<file path="src/rtl/store_commit_buffer.sv">
// Store commit buffer: holds executed stores as speculative entries, marks them
// committed in order and drains committed entries to the data cache.
module store_commit_buffer #(
  parameter int DEPTH = 8,
  parameter int PLEN  = 56,
  parameter int XLEN  = 64
) (
  input  logic              clk_i,
  input  logic              rst_i,
  input  logic              store_valid_i,
  output logic              store_ready_o,
  input  logic [PLEN-1:0]   store_paddr_i,
  input  logic [XLEN-1:0]   store_data_i,
  input  logic [XLEN/8-1:0] store_be_i,
  input  logic              commit_i,
  output logic              commit_ready_o,
  input  logic              flush_i,
  output logic              no_st_pending_o,
  input  logic [11:0]       page_offset_i,
  output logic              page_offset_match_o,
  output logic              req_o,
  output logic [PLEN-1:0]   addr_o,
  output logic [XLEN-1:0]   data_o,
  output logic [XLEN/8-1:0] be_o,
  input  logic              gnt_i
);

  localparam int PW = (DEPTH > 1) ? $clog2(DEPTH) : 1;
  localparam int CW = PW + 1;

  logic [PLEN-1:0]   paddr_mem [DEPTH];
  logic [XLEN-1:0]   data_mem  [DEPTH];
  logic [XLEN/8-1:0] be_mem    [DEPTH];

  logic [PW-1:0] rd_ptr_reg, rd_ptr_next;
  logic [PW-1:0] cm_ptr_reg, cm_ptr_next;
  logic [PW-1:0] wr_ptr_reg, wr_ptr_next;
  logic [CW-1:0] commit_cnt_reg, commit_cnt_next;
  logic [CW-1:0] spec_cnt_reg, spec_cnt_next;

  logic [CW-1:0] occupied;
  logic          do_push;
  logic          do_commit;
  logic          do_drain;

  assign occupied        = commit_cnt_reg + spec_cnt_reg;
  assign store_ready_o   = occupied < CW'(DEPTH);
  assign commit_ready_o  = spec_cnt_reg != '0;
  assign no_st_pending_o = commit_cnt_reg == '0;
  assign req_o           = commit_cnt_reg != '0;
  assign addr_o          = paddr_mem[rd_ptr_reg];
  assign data_o          = data_mem[rd_ptr_reg];
  assign be_o            = be_mem[rd_ptr_reg];

  assign do_push   = store_valid_i & store_ready_o;
  assign do_commit = commit_i & commit_ready_o;
  assign do_drain  = req_o & gnt_i;

  // A flush rewinds the write side to the post-commit boundary, so a push in
  // the same cycle never becomes visible.
  always_comb begin
    rd_ptr_next     = rd_ptr_reg + PW'(do_drain);
    cm_ptr_next     = cm_ptr_reg + PW'(do_commit);
    commit_cnt_next = commit_cnt_reg + CW'(do_commit) - CW'(do_drain);
    wr_ptr_next     = wr_ptr_reg + PW'(do_push);
    spec_cnt_next   = spec_cnt_reg + CW'(do_push) - CW'(do_commit);
    if (flush_i) begin
      wr_ptr_next   = cm_ptr_next;
      spec_cnt_next = '0;
    end
  end

  always_ff @(posedge clk_i) begin
    if (rst_i) begin
      rd_ptr_reg     <= '0;
      cm_ptr_reg     <= '0;
      wr_ptr_reg     <= '0;
      commit_cnt_reg <= '0;
      spec_cnt_reg   <= '0;
    end else begin
      rd_ptr_reg     <= rd_ptr_next;
      cm_ptr_reg     <= cm_ptr_next;
      wr_ptr_reg     <= wr_ptr_next;
      commit_cnt_reg <= commit_cnt_next;
      spec_cnt_reg   <= spec_cnt_next;
    end
  end

  // Entry storage carries no reset; occupancy alone decides which slots are live.
  always_ff @(posedge clk_i) begin
    if (do_push && !flush_i && !rst_i) begin
      paddr_mem[wr_ptr_reg] <= store_paddr_i;
      data_mem[wr_ptr_reg]  <= store_data_i;
      be_mem[wr_ptr_reg]    <= store_be_i;
    end
  end

  logic [DEPTH-1:0] slot_match;

  generate
    for (genvar gi = 0; gi < DEPTH; gi++) begin : g_slot
      logic [PW-1:0] age;
      logic          live;
      // Distance from the oldest entry decides whether this slot is occupied.
      assign age  = PW'(gi) - rd_ptr_reg;
      assign live = {1'b0, age} < occupied;
      assign slot_match[gi] = live && (paddr_mem[gi][11:3] == page_offset_i[11:3]);
    end
  endgenerate

  assign page_offset_match_o = |slot_match;

  logic unused_offset_bits;
  assign unused_offset_bits = ^page_offset_i[2:0];

endmodule

</file>
<file path="config.mk">
export PLATFORM = sky130hd
export DESIGN_NAME = store_commit_buffer
export DESIGN_NICKNAME = d
export VERILOG_FILES = /design/src/rtl/store_commit_buffer.sv
export SDC_FILE = /design/constraint.sdc
export NUM_CORES = 1
export LEC_CHECK = 0
export ABC_AREA = 1
export CORE_MARGIN = 1.5
export CORE_UTILIZATION = 50
export CTS_BUF_LIST = sky130_fd_sc_hd__clkbuf_8
export CTS_CLUSTER_SIZE = 16
export DETAILED_ROUTE_END_ITERATION = 16
export GPL_TIMING_DRIVEN = 0
export PLACE_DENSITY = 0.69
export SYNTH_ARGS = -nofsm -noshare
export SYNTH_HDL_FRONTEND = slang
export SYNTH_SLANG_ARGS = --single-unit
</file>
<file path="constraint.sdc">
create_clock -name clk_i -period 13 [get_ports clk_i]
set_input_delay 2.6 -clock clk_i [delete_from_list [all_inputs] [get_ports clk_i]]
set_output_delay 2.6 -clock clk_i [all_outputs]
set_load 0.005 [all_outputs]
</file>
[After elaboration in Yosys (flattened, before gate mapping)]
Memory sizes are Yosys's and may differ from the RTL's. A register that Yosys moved wholly into a read port is not among the register bits.
Cells that the tools add are included.
Word-level totals
  flip-flop bits (word level): 17
  bits in writable memories: 1024
  memories: 3
Cells by class
  add/sub/neg operators: 16
  order comparisons: 9
  equal/unequal tests: 8
  mux-type cells: 6
  bitwise logic cells: 3
  reduce and logical (&&, ||, !) cells: 17
Memory list
  data_mem: words 8, bits a word 64, read ports 1, clocked after memory_dff 1, write ports 1, line 32  | logic [XLEN-1:0] data_mem [DEPTH];
  paddr_mem: words 8, bits a word 56, read ports 9, clocked after memory_dff 1, write ports 1, line 31  | logic [PLEN-1:0] paddr_mem [DEPTH];
  be_mem: words 8, bits a word 8, read ports 1, clocked after memory_dff 1, write ports 1, line 33  | logic [XLEN/8-1:0] be_mem [DEPTH];
Operators by type and width (count)
  $eq 9x9->1: 8
  $lt 3x4->1: 8
  $mux 3: 4
  $sub 3x3->3 const A: 4
  $logic_and 1x1->1: 10
  $add 3x1->3: 3
  $add 4x1->4: 2
  $reduce_bool 4->1: 2
  $reduce_or 8->1: 1
  $sub 4x1->4: 2
  $sub 1x3->3 const A: 2
  $sub 2x3->3 const A: 2
  $add 4x4->4: 1
  $logic_not 4->1: 1
  $lt 4x4->1 const B: 1
  $and 1x1->1: 3
  $logic_not 1->1: 2
  $mux 1: 2
  $reduce_or 2->1: 1

[Longest topological paths before layout]
  depth in word-level cells: 7
  depth in mapped cells: 18
  depth with buffers taken out: 17

[Worst setup path after synthesis]
Ideal clock, no wire load.
  kind: input to register
  start: in flush_i
  end: mem be_mem[0][0] in the netlist's numbering, enable pin
  library setup time: 0.617 ns
  data arrival time: 8.335 ns
  data required time: 12.383 ns
  path slack: 4.049 ns
  stages on the path: 5
  buffers on the path: 0
  cell sequence: inv_1 nand2_1 nor2_1 nand2_1 nor2_1
Between the ends
  cells in the longest elaborated chain, start to end: 5
RTL lines
  from (decl): line 17  | input logic flush_i,
  $logic_not 1->1: line 91  | if (do_push && !flush_i && !rst_i) begin
  $logic_and 1x1->1 (2 in a row): line 91
  $mux 1: line 91
  $mux 1 (not written as such): line 94  | be_mem[wr_ptr_reg] <= store_be_i;
  to (decl): line 33
No other way between the ends.

[Worst setup path in the final report]
  start: in page_offset_i[9]
  end: out page_offset_match_o
Between the ends
  cells in the longest elaborated chain, start to end: 3
  elaborated cells between the ends (all ways): 17
  those cells by class: 8 x eq/ne; 9 x reduce/logical
RTL lines
  from (decl): line 19  | input logic [11:0] page_offset_i,
  $eq 9x9->1: line 107  | assign slot_match[gi] = live && (paddr_mem[gi][11:3] == page_offset_i[11:3]);
  $logic_and 1x1->1: line 107
  $reduce_or 8->1 *: line 111  | assign page_offset_match_o = |slot_match;
  to (decl): line 20  | output logic page_offset_match_o,
Every way passes the cells marked *; elsewhere a longest branch is shown, timed or not.

==> run_results.csv <==
group,metric,value,unit
placed_design,gp_congestion,0.9100,
clock_tree,cts_buffer_depth,3,
synth,synth_top_area_share,0.7473,
timing,hold_viol,0,
timing,clock_skew,0.04641,ns
timing,rsz0062_at_grt,"no",
final_layout,layout-drive-gt1-share,0.09894,
setup_path,cp_top_family,"buffers and inverters",
grt,grt_max_degree,28,
drt,drt-wirelength-per-cell,23.91,um
drt,drc,0,
final_layout,fin_nets,3714,
die,pin_count,279,
setup_path,slowest_stage,"clkdlybuf4s50_1",
setup_path,crit_type,"input port to output port",
synth,yosys.area_share.simple,0.08240,
synth,avgSynthCellArea,13.41,um^2
setup_path,timing.critical_path.from_type,"input port",
setup_path,cp_data_required_time,10.40,ns
clock_tree,clk_latency,0.81,ns
synth,ys_seq_elements,1041,
synth,synth_compound_area_frac,0.1176,
timing,setup_viol,0,
synth,synthTopCellsByCount,"edfxtp_1 (1024), nor2_1 (672), o21ai_0 (394)",
placed_design,port-buffer-count,267,
setup_path,crit_end,"page_offset_match_o",
grt,grt_pass1_wl,166.2,mm
synth,synth.area.top_cells,"edfxtp_1 (75%), nor2_1 (6.1%), o21ai_0 (4.8%)",
die,die_area,84030,um^2
synth,synth_mux_area_frac,0,
placed_design,dp.cells,4448,
synth,yosys_warnings,0,
synth,synth_xor_area_frac,0.007875,
timing,fin_crit_sh,0.5570,
timing,fmax,0.1381,GHz
synth,synth_edf_count,1024,
final_layout,largest_register_ffs,512,
die,die_w,289.9,um
grt,grt_pass1_vias,26040,
setup_path,reg2reg_from,"spec_cnt_reg[1]$_SDFF_PP0_",
drt,vias,26900,
setup_path,end_kind,"output port",
grt,gr-usage-met2,0.4190,
synth,synth_fa_ha_area_frac,0.008270,
timing,max_slew_margin,0.1652,
drt,postRouteAntennaNets,0,
flow_run,cap_viol_max_count,0,
synth,synth_nets,3240,
die,initial_utilization,0.5036,
status,status,"complete, no violations",
synth,synth_ff_type,"edfxtp_1",
clock_tree,cts_hold_buffers,0,
grt,antenna_found_initial,20,
clock_tree,post-cts-setup-buffers,0,
synth,synth_cells,3068,
setup_path,rrSetupSlack,9.23,ns
clock_tree,tritoncts,"yes",
power,power.density,173.6,nW/um^2
synth,synthArstFlopShare,0,
grt,grt_overflow,0,
grt,grt.busiest_layer,"met2",
clock_tree,htree_levels,4,
setup_path,cp_cell_sequence,"clkdlybuf4s50_1, buf_2, xnor2_1, nand4_1, nor2_1, nand2_1, nand2_1, nor2_1, nand2_1, clkdlybuf4s50_1",
timing,drv_slew,0,
drt,drtIter0Drc,3056,
clock_tree,clockRootBuffer,"clkbuf_8",
drt,detail_route.vias_per_cell,5.663,
timing,tightest_slew,1.252,ns
final_layout,largestRegisters,"data_mem: 512 flops, paddr_mem: 448 flops, be_mem: 64 flops",
setup_path,path_depth,10,
setup_path,crit_arrival,4.64,ns
synth,seq_area_frac_synth,0.7555,
power,power_leakage,16.53,nW
timing,min_period,7.241,ns
setup_path,startpoint,"page_offset_i[9]",
worst_hold_path,hp-class,"register to register",
synth,synth_area,41150,um^2
setup_path,slowest_delay,0.49,ns
grt,use_met3,0.05522,
setup_path,worst_path_most_repeated_cell,"nand2_1",
die,core,81720,um^2
placed_design,post-dp-hpwl,71.87,mm
setup_path,cp_num_buf_inv,3,
setup_path,timing.rr.end,"paddr_mem[4][27]$_DFFE_PP_",
power,max-vdd-ir-drop,0.08554,mV
die,row_count,105,
clock_tree,clk_pin_slew,0.06,ns
synth,synth_most_common_cell,"edfxtp_1",
synth,synthDistinctLibCells,28,
clock_tree,numCtsBuffers,162,
setup_path,critPathMaxFanout,10,
final_layout,regMostFlops,"data_mem",
grt,grt_use_met1,0.3749,
die,die_h,289.9,um
final_layout,postLayoutCoreUtil,0.6005,
grt,grtUsageTotal,0.2687,
final_layout,final_cells,4750,
final_layout,fillerInstances,6332,
drt,routed_wl,113.6,mm
clock_tree,cts_resized,0,
drt,dr.pass1.iters,6,
synth,synth_top_family_by_area,"compound AO/OA/AOI/OAI gates",
clock_tree,clock_sinks,1041,
final_layout,area_growth,19.25,%
synth,yosysTopAreaCell,"edfxtp_1",
setup_path,reg2reg_depth,15,
==> power by group <==
group	total [mW]	switching [mW]	internal (mW)
Clock	2.51	1.24	1.26
Combinational	2.24	1.44	0.801
Sequential	3.78	0.0216	3.76
==> final cells by class <==
cell class | count | area (um^2) | area share
Multi-Input combinational cell | 1753 | 8952 | 0.1824
Tap cell | 1070 | 1339 | 0.02728
Clock inverter | 122 | 598.1 | 0.01219
Timing Repair Buffer | 310 | 3571 | 0.07277
Buffer | 179 | 808.3 | 0.01647
Inverter | 95 | 359.1 | 0.007318
Clock buffer | 169 | 2326 | 0.04740
Antenna cell | 11 | 27.53 | 0.0005610
Sequential cell | 1041 | 31090 | 0.6336
==> cell usage in the layout, fill, tap and decap left out, types with 52 or more instances in the layout <==
cell	n
nand2_1	171
o21ai_0	394
clkdlybuf4s50_1	267
edfxtp_1	1024
o21a_1	119
o2111ai_1	127
o21ai_1	129
inv_1	154
clkbuf_1	52
clkbuf_8	169
buf_2	106
nor2_1	664
==> cell families after synthesis <==
group                    after synthesis
flip-flops                          1041
AND/OR/NAND/NOR                      886
AO/OA/AOI/OAI                        804
buffers and inverters                274
XOR/XNOR                              37
adder cells (fa/ha/maj)               26
==> routing by layer <==
layer	routed length (um)	vias up
li1	-	12220
met1	47060	13150
met2	53010	1299
met3	10060	211
met4	3300	22
met5	126	-
==> how the worst min path moves through the flow <==
stage                                        start                       end  cells after the start
after global placement    cm_ptr_reg[2]$_SDFF_PP0_  cm_ptr_reg[2]$_SDFF_PP0_                      2
after detailed placement  cm_ptr_reg[2]$_SDFF_PP0_  cm_ptr_reg[2]$_SDFF_PP0_                      2
after CTS                 cm_ptr_reg[2]$_SDFF_PP0_  cm_ptr_reg[2]$_SDFF_PP0_                      2
after global routing      cm_ptr_reg[2]$_SDFF_PP0_  cm_ptr_reg[2]$_SDFF_PP0_                      2
after floorplan           cm_ptr_reg[2]$_SDFF_PP0_  cm_ptr_reg[2]$_SDFF_PP0_                      2
final                     cm_ptr_reg[2]$_SDFF_PP0_  cm_ptr_reg[2]$_SDFF_PP0_                      2
==> worst register-to-register path: cells and delay by family, from the launching register on <==
| kind | cells | cell delay, ns |
|---|---|---|
| AND/OR/NAND/NOR | 9 | 1.69 |
| buffers and inverters | 5 | 0.97 |
| flip-flops | 1 | 0.44 |
| adder cells (fa/ha/maj) | 1 | 0.33 |
==> stage by stage <==
stage | setup TNS [ns] | setup WS [ns] | area, um^2 | power (mW) | hold slack, ns
final | 0 | 5.759 | 49070 | 8.520 | 0.5385
after global routing | 0 | 5.683 | 49060 | 8.877 | 0.5599
after CTS | 0 | 5.771 | 49040 | 8.554 | 0.5423
after detailed placement | 0 | 5.785 | 46120 | 6.080 | 0.5297
after global placement | -2075.16 | -2.505 | 45160 | 6.066 | 0.5139
after floorplan | 0 | 4.049 | 41150 | 4.874 | 0.4936
Power figures use the tool's default switching activity.
